===== src/rtl/alu_multicycle_if.sv =====
// Operand/command request and result/flags response channels of alu_multicycle.
// Both channels use valid/ready handshakes; the ALU side uses the slave modport.
interface alu_multicycle_if #(
    parameter int WIDTH = 32
);
    logic             in_valid;
    logic             in_ready;
    logic [WIDTH-1:0] operandA;
    logic [WIDTH-1:0] operandB;
    logic [2:0]       command;
    logic             out_valid;
    logic             out_ready;
    logic [WIDTH-1:0] result;
    logic             carryout;
    logic             overflow;
    logic             zero;

    modport master (
        output in_valid, operandA, operandB, command, out_ready,
        input  in_ready, out_valid, result, carryout, overflow, zero
    );

    modport slave (
        input  in_valid, operandA, operandB, command, out_ready,
        output in_ready, out_valid, result, carryout, overflow, zero
    );
endinterface


===== src/rtl/alu_multicycle.sv =====
// Bit-serial-by-slice ALU: one SLICE-bit adder/logic unit reused for WIDTH/SLICE cycles.
// out_valid rises NSLICES cycles after accept; result and flags are held in DONE until out_ready.
module alu_multicycle #(
    parameter int WIDTH = 32,
    parameter int SLICE = 4
) (
    input  logic               clk,
    input  logic               reset,
    alu_multicycle_if.slave    bus
);
    localparam int NSLICES = WIDTH / SLICE;
    localparam int CW      = (NSLICES > 1) ? $clog2(NSLICES) : 1;
    localparam int SW      = SLICE + 1;
    localparam logic [CW-1:0]    LAST_SLICE = CW'(NSLICES - 1);
    localparam logic [WIDTH-1:0] SLICE_MASK = WIDTH'({SLICE{1'b1}});

    localparam logic [2:0] CMD_ADD  = 3'd0;
    localparam logic [2:0] CMD_SUB  = 3'd1;
    localparam logic [2:0] CMD_XOR  = 3'd2;
    localparam logic [2:0] CMD_SLT  = 3'd3;
    localparam logic [2:0] CMD_AND  = 3'd4;
    localparam logic [2:0] CMD_NAND = 3'd5;
    localparam logic [2:0] CMD_NOR  = 3'd6;
    localparam logic [2:0] CMD_OR   = 3'd7;

    generate
        if ((SLICE < 1) || (SLICE > WIDTH) || (WIDTH < 2) || ((WIDTH % SLICE) != 0)) begin : g_bad_params
            $error("alu_multicycle: WIDTH must be >= 2 and a multiple of SLICE");
        end
    endgenerate

    typedef enum logic [1:0] {IDLE, RUN, DONE} state_t;

    state_t           state_q, state_d;
    logic [WIDTH-1:0] a_q, a_d, b_q, b_d;
    logic [2:0]       cmd_q, cmd_d;
    logic [CW-1:0]    cnt_q, cnt_d;
    logic             carry_q, carry_d;
    logic [WIDTH-1:0] result_q, result_d;
    logic             carryout_q, carryout_d;
    logic             overflow_q, overflow_d;
    logic             zero_q, zero_d;
    logic             in_ready_q, in_ready_d;
    logic             out_valid_q, out_valid_d;

    logic             arith, invert_b;
    int               idx;
    logic [SLICE-1:0] a_sl, b_sl, sl_res;
    logic [SLICE:0]   sum;
    logic             c_out, c_msb_in, ovf, slt;
    logic [WIDTH-1:0] res_next;

    always_comb begin
        state_d     = state_q;
        a_d         = a_q;
        b_d         = b_q;
        cmd_d       = cmd_q;
        cnt_d       = cnt_q;
        carry_d     = carry_q;
        result_d    = result_q;
        carryout_d  = carryout_q;
        overflow_d  = overflow_q;
        zero_d      = zero_q;
        in_ready_d  = in_ready_q;
        out_valid_d = out_valid_q;

        arith    = (cmd_q == CMD_ADD) || (cmd_q == CMD_SUB) || (cmd_q == CMD_SLT);
        invert_b = (cmd_q == CMD_SUB) || (cmd_q == CMD_SLT);
        idx      = int'(cnt_q) * SLICE;
        a_sl     = SLICE'(a_q >> idx);
        b_sl     = SLICE'(b_q >> idx) ^ {SLICE{invert_b}};
        sum      = {1'b0, a_sl} + {1'b0, b_sl} + SW'(carry_q);

        case (cmd_q)
            CMD_XOR:  sl_res = a_sl ^ b_sl;
            CMD_AND:  sl_res = a_sl & b_sl;
            CMD_NAND: sl_res = ~(a_sl & b_sl);
            CMD_NOR:  sl_res = ~(a_sl | b_sl);
            CMD_OR:   sl_res = a_sl | b_sl;
            default:  sl_res = sum[SLICE-1:0];
        endcase

        // Carry into the top bit of this slice is recovered from its sum bit.
        c_out    = sum[SLICE];
        c_msb_in = sum[SLICE-1] ^ a_sl[SLICE-1] ^ b_sl[SLICE-1];
        ovf      = c_out ^ c_msb_in;
        slt      = sum[SLICE-1] ^ ovf;
        res_next = (result_q & ~(SLICE_MASK << idx)) | (WIDTH'(sl_res) << idx);

        case (state_q)
            IDLE: begin
                if (bus.in_valid) begin
                    a_d        = bus.operandA;
                    b_d        = bus.operandB;
                    cmd_d      = bus.command;
                    cnt_d      = '0;
                    carry_d    = (bus.command == CMD_SUB) || (bus.command == CMD_SLT);
                    state_d    = RUN;
                    in_ready_d = 1'b0;
                end
            end
            RUN: begin
                result_d = res_next;
                carry_d  = arith ? c_out : 1'b0;
                cnt_d    = cnt_q + CW'(1);
                if (cnt_q == LAST_SLICE) begin
                    state_d     = DONE;
                    out_valid_d = 1'b1;
                    carryout_d  = 1'b0;
                    overflow_d  = 1'b0;
                    if ((cmd_q == CMD_ADD) || (cmd_q == CMD_SUB)) begin
                        carryout_d = c_out;
                        overflow_d = ovf;
                    end
                    if (cmd_q == CMD_SLT) begin
                        result_d = WIDTH'(slt);
                    end
                    zero_d = (result_d == '0);
                end
            end
            DONE: begin
                if (bus.out_ready) begin
                    state_d     = IDLE;
                    out_valid_d = 1'b0;
                    in_ready_d  = 1'b1;
                end
            end
            default: begin
                state_d     = IDLE;
                out_valid_d = 1'b0;
                in_ready_d  = 1'b1;
            end
        endcase
    end

    always_ff @(posedge clk or posedge reset) begin
        if (reset) begin
            state_q     <= IDLE;
            a_q         <= '0;
            b_q         <= '0;
            cmd_q       <= '0;
            cnt_q       <= '0;
            carry_q     <= 1'b0;
            result_q    <= '0;
            carryout_q  <= 1'b0;
            overflow_q  <= 1'b0;
            zero_q      <= 1'b0;
            in_ready_q  <= 1'b1;
            out_valid_q <= 1'b0;
        end else begin
            state_q     <= state_d;
            a_q         <= a_d;
            b_q         <= b_d;
            cmd_q       <= cmd_d;
            cnt_q       <= cnt_d;
            carry_q     <= carry_d;
            result_q    <= result_d;
            carryout_q  <= carryout_d;
            overflow_q  <= overflow_d;
            zero_q      <= zero_d;
            in_ready_q  <= in_ready_d;
            out_valid_q <= out_valid_d;
        end
    end

    assign bus.in_ready  = in_ready_q;
    assign bus.out_valid = out_valid_q;
    assign bus.result    = result_q;
    assign bus.carryout  = carryout_q;
    assign bus.overflow  = overflow_q;
    assign bus.zero      = zero_q;
endmodule


===== src/flat_wrapper.sv =====
// flat-port wrapper written by rule: the top's interface ports become plain ports
module alu_multicycle_flat 
#(
    parameter int WIDTH = 32,
    parameter int SLICE = 4
)
  (clk, reset, bus_in_valid, bus_operandA, bus_operandB, bus_command, bus_out_ready, bus_in_ready, bus_out_valid, bus_result, bus_carryout, bus_overflow, bus_zero);
  alu_multicycle_if #(.WIDTH(WIDTH)) bus_i ();
  input  logic clk;
  input  logic reset;
  input wire logic [$bits(bus_i.in_valid)-1:0] bus_in_valid;
  input wire logic [$bits(bus_i.operandA)-1:0] bus_operandA;
  input wire logic [$bits(bus_i.operandB)-1:0] bus_operandB;
  input wire logic [$bits(bus_i.command)-1:0] bus_command;
  input wire logic [$bits(bus_i.out_ready)-1:0] bus_out_ready;
  output wire logic [$bits(bus_i.in_ready)-1:0] bus_in_ready;
  output wire logic [$bits(bus_i.out_valid)-1:0] bus_out_valid;
  output wire logic [$bits(bus_i.result)-1:0] bus_result;
  output wire logic [$bits(bus_i.carryout)-1:0] bus_carryout;
  output wire logic [$bits(bus_i.overflow)-1:0] bus_overflow;
  output wire logic [$bits(bus_i.zero)-1:0] bus_zero;
  assign bus_i.in_valid = bus_in_valid;
  assign bus_i.operandA = bus_operandA;
  assign bus_i.operandB = bus_operandB;
  assign bus_i.command = bus_command;
  assign bus_i.out_ready = bus_out_ready;
  assign bus_in_ready = bus_i.in_ready;
  assign bus_out_valid = bus_i.out_valid;
  assign bus_result = bus_i.result;
  assign bus_carryout = bus_i.carryout;
  assign bus_overflow = bus_i.overflow;
  assign bus_zero = bus_i.zero;
  alu_multicycle #(.WIDTH(WIDTH), .SLICE(SLICE)) u_core (.clk(clk), .reset(reset), .bus(bus_i));
endmodule

===== config.mk =====
export PLATFORM = sky130hd
export DESIGN_NAME = alu_multicycle_flat
export DESIGN_NICKNAME = d
export VERILOG_FILES = /design/src/rtl/alu_multicycle_if.sv /design/src/rtl/alu_multicycle.sv /design/src/flat_wrapper.sv
export SDC_FILE = /design/constraint.sdc
export NUM_CORES = 1
export LEC_CHECK = 0
export CORE_UTILIZATION = 53
export CTS_CLUSTER_SIZE = 14
export DETAILED_ROUTE_END_ITERATION = 10
export GPL_ROUTABILITY_DRIVEN = 0
export PLACE_DENSITY_LB_ADDON = 0.08
export SETUP_SLACK_MARGIN = 0.02
export SLEW_MARGIN = 20
export SYNTH_ARGS = -nofsm -noshare
export SYNTH_HDL_FRONTEND = slang
export SYNTH_SLANG_ARGS = --single-unit

===== constraint.sdc =====
create_clock -name clk -period 12.5 [get_ports clk]
set_input_delay 3.125 -clock clk [delete_from_list [all_inputs] [get_ports clk]]
set_output_delay 3.125 -clock clk [all_outputs]
set_load 0.01 [all_outputs]

## Word-level counts from Yosys, hierarchy flattened

Index checks and enable logic that the tools add are counted.

- Word-level logic and storage cells: 85
- Output and inout port bits: 37
- Register bits after elaboration: 110

- Shifts and indexed selects: 4
- $add $sub $neg: 3
- Bitwise operators: 15
- Reductions and logical operators: 14
- Equal/unequal tests: 15
- Muxes and demuxes: 22

Operators by type and width:

| kind | count |
|---|---|
| two-way mux 32 bit | 4 |
| right shift 32 x 5 -> 4 bit | 2 |
| bitwise AND 32 bit | 1 |
| logical NOT 32 bit | 1 |
| inverter 32 bit | 1 |
| OR 32 bit | 1 |
| << shifter 4 x 5 -> 32 bit | 1 |
| << shifter 4 x 5 -> 32 bit, first input constant | 1 |
| one-hot mux 4 bit (5 select lines) | 1 |
| == test 3 bit, second input constant | 5 |
| == test 3 x 2 -> 1 bit, second input constant | 3 |
| AND reduction 3 bit | 3 |
| two-way mux 1 bit | 8 |
| inverter 4 bit | 2 |
| XOR 4 bit | 2 |
| == test 3 x 1 -> 1 bit, second input constant | 2 |
| two-way mux 2 bit | 3 |
| one-hot mux 1 bit (3 select lines) | 2 |
| one-hot mux 2 bit (3 select lines) | 1 |
| one-hot mux 3 bit (2 select lines) | 1 |
| AND reduction 2 bit | 3 |
| adder 4 x 4 -> 5 bit | 1 |
| adder 5 x 1 -> 5 bit | 1 |
| bitwise AND 4 bit | 1 |
| other kinds (14) | 22 |

## Longest topological paths before layout

- Depth in word-level cells: 13
- Mapped depth: 17
- Mapped depth without buffers: 13

## Least setup slack after synthesis

Ideal clock, no wire load.

- Path kind: input to register
- Start point: input port bus_in_valid
- End point: register u_core.b_q[12]
- Setup time: 0.125 ns
- Stages on the path: 5
- Arrival time: 4.332 ns
- Setup slack: 8.043 ns
- Data required time: 12.375 ns
- Path through: nand2b_1 -> nor2_1 -> clkbuf_1 -> buf_2 -> mux2_2

- Longest elaborated chain between the ends: 1

RTL lines:

| what | RTL line | text |
|---|---|---|
| from (decl) | flat_wrapper.sv:11 | `input wire logic [$bits(bus_i.in_valid)-1:0] bus_in_valid;` |
| AND reduction 2 bit (no line) | -- |  |
| to (signal assigned) | alu_multicycle.sv:140 | `b_q <= '0;` |
| to (signal assigned) | alu_multicycle.sv:153 | `b_q <= b_d;` |
| to (decl) | alu_multicycle.sv:35 | `logic [WIDTH-1:0] a_q, a_d, b_q, b_d;` |

Every way passes these cells.
A chain may end at the register's enable or synchronous reset.

## Worst setup path after layout

Same ends and word-level chain as after synthesis.

==> flow_summary.json <==
{
  "place_ws_ns": 7.38,
  "grt-ovfl-total": 0,
  "die_w_um": 106,
  "yosysUniqueCellTypes": 59,
  "coreArea_um2": 10400,
  "grt_use_total": 0.245,
  "final_cells": 727,
  "dr.pass1.iters": 5,
  "drt-total-wl_um": 12700,
  "cp_data_arrival_time_ns": 4.99,
  "drtAntennaViolNets": 0,
  "dp_hpwl_um": 9040,
  "synth_ff_type": "dfrtp_1",
  "fin_nets": 674,
  "postSynthAreaPerCell_um2": 11.7,
  "synth_top_area_share": 0.475,
  "yosys-top-cells-area": "dfrtp_1, mux2_2, mux4_2, nand2_1, ha_1",
  "io_pins": 108,
  "grt_max_degree": 69,
  "path_class": "input port to register",
  "dr.first_iter.drc_count": 141,
  "die_h_um": 106,
  "drive_above_1_share": 0.190,
  "synthTopCellsByCount": "dfrtp_1, mux2_2, nand2_1",
  "hp-class": "register to register",
  "hold_slack_ns": 0.487,
  "rsz0062_at_grt": "false",
  "synth_area_um2": 5740,
  "ys.warnings.count": 0,
  "initial_core_util": 0.551,
  "ctsHoldBuffers": 0,
  "slowest_stage": "buf_4",
  "vias": 4228,
  "ys_ff_latch": 110,
  "fin_crit_sh": 0.378,
  "holdCritStartpoint": "u_core.bus.overflow$_DFFE_PP0P_",
  "cts_max_level": 3,
  "syn_inst": 489,
  "tightestPinTransition_ns": 0.892,
  "grt_pass1_vias": 4237,
  "cts.path.max_buffers": 2,
  "io_buffers": 107,
  "drc": 0,
  "setup_ws_ns": 7.77,
  "cap_violations": 0,
  "cts_resized": 0,
  "clk_latency_ns": 0.37,
  "synth_fp_nets": 576,
  "synth_edf_count": 0,
  "clockRootBuffer": "clkbuf_8",
  "n_antenna_cell": 0,
  "cp-startpoint": "bus_in_valid",
  "yosysMostFrequentCell": "dfrtp_1",
  "placedCellCount": 712,
  "grt_pass1_wl_um": 21500,
  "critPathCaptureType": "register",
  "max_stage_delay_ns": 0.62,
  "clk_pin_slew_worst_paths_ns": 0.10,
  "cp.required_ns": 12.76,
  "async_reset_ff_frac": 1.00,
  "final_hold_viol_count": 0,
  "start_kind": "input port",
  "fmax_mhz": 211,
  "finalClockSkew_ns": 0.00731,
  "viasPerCell": 5.82,
  "syn2layout_area_growth_pct": 24.1,
  "dieArea_um2": 11300,
  "numCtsBuffers": 9,
  "synth-seq-area-share": 0.479,
  "cts_setup_buffers": 0,
  "fin_crit_ns": 4.73,
  "cts_tree": "yes",
  "path_cells": "clkdlybuf4s50_1 -> nand2b_1 -> nor2_4 -> buf_4 -> mux2_2",
  "clock_sinks": 110,
  "row_count": 37,
  "crit_path_max_fanout": 68,
  "setup_viol": 0,
  "slew_headroom": 0.405,
  "slew_violations": 0,
  "worst_r2r_startpoint": "u_core.cnt_q[0]$_DFFE_PP0P_",
  "synth_top_cell_by_area": "dfrtp_1",
  "tns_ns": 0,
  "status": "completed",
  "wl_per_cell_um": 17.5,
  "antenna_found_initial": 0
}
[kinds of logic (layout without fill, tap and decap cells)]
| group | Yosys count | in the layout | share of synthesized area |
|---|---|---|---|
| AND/OR/NAND/NOR | 111 | 111 | 0.0873 |
| flip-flops | 110 | 110 | 0.479 |
| multiplexers | 99 | 99 | 0.222 |
| AO/OA/AOI/OAI | 97 | 97 | 0.121 |
| buffers and inverters | 45 | 147 | 0.0340 |
| adder cells (fa/ha/maj) | 16 | 16 | 0.0375 |
| XOR/XNOR | 11 | 11 | 0.0192 |
[stage by stage]
step	cell area, µm²	util
floorplan	5740	-
global placement	6920	0.664
detailed placement	6920	0.664
CTS	7120	0.684
global route	7130	0.684
finish	7130	0.684
[final timing paths]
path                                                   end  slack (ns)  cells after the start
max                             u_core.b_q[12]$_DFFE_PP0P_        7.77                      5
min                        u_core.bus.overflow$_DFFE_PP0P_        0.49                      2
max reg2reg                    u_core.bus.zero$_DFFE_PP0P_        7.89                     14
min reg2reg                u_core.bus.overflow$_DFFE_PP0P_        0.49                      2
max in group asynchronous      u_core.cnt_q[0]$_DFFE_PP0P_        8.05                      3
min in group asynchronous       u_core.b_q[17]$_DFFE_PP0P_        3.14                      2
[worst max-delay path: cells and delay by family]
kind,cells,cell delay [ns]
multiplexers,1,0.41
AND/OR/NAND/NOR,2,0.24
buffers and inverters,2,1.15
[flip-flops by register name, summed over array words and instances (netlist names), 2 cells and up]
register and cells:
u_core.a_q 32, u_core.b_q 32, u_core.bus.result 32, u_core.cmd_q 3, u_core.cnt_q 3, u_core.state_q 2
[per-layer routing]
layer  global-route usage  vias to the layer above  wire length (µm)
met5                    0                        -                 0
met4               0.0923                        0               264
met3               0.0435                       20               826
met2                0.397                      147              6120
met1                0.329                     2102              5480
li1                     -                     1959                 -
[final cells by class]
| cell class | count | area [µm²] |
|---|---|---|
| clock buffers | 11 | 131 |
| clock inverters | 4 | 72.6 |
| fillers | 781 | 3290 |
| inverters | 19 | 73.8 |
| multi-input cells | 334 | 2810 |
| flip-flops and latches | 110 | 2760 |
| well taps | 136 | 170 |
| repair buffers | 113 | 1120 |
[layout by cell type (no fill, tap or decap), drive strengths merged, types with 5 or more instances in the layout]
cell,Yosys,layout
buf,15,6
a21oi,17,17
dfrtp,109,109
mux2,70,70
nand2,54,54
nor3,6,6
o41ai,5,5
ha,14,14
clkbuf,11,11
mux2i,15,15
o21ai,29,29
xnor2,8,8
nand2b,8,8
a22o,9,9
nor2,20,20
mux4,14,14
clkdlybuf4s50,0,107
nor2b,8,8
nand3,7,7
a32o,5,5
inv,18,18
Power is not shown: default switching activity piles up to over one toggle a cycle in this logic, so the estimate is an artifact.
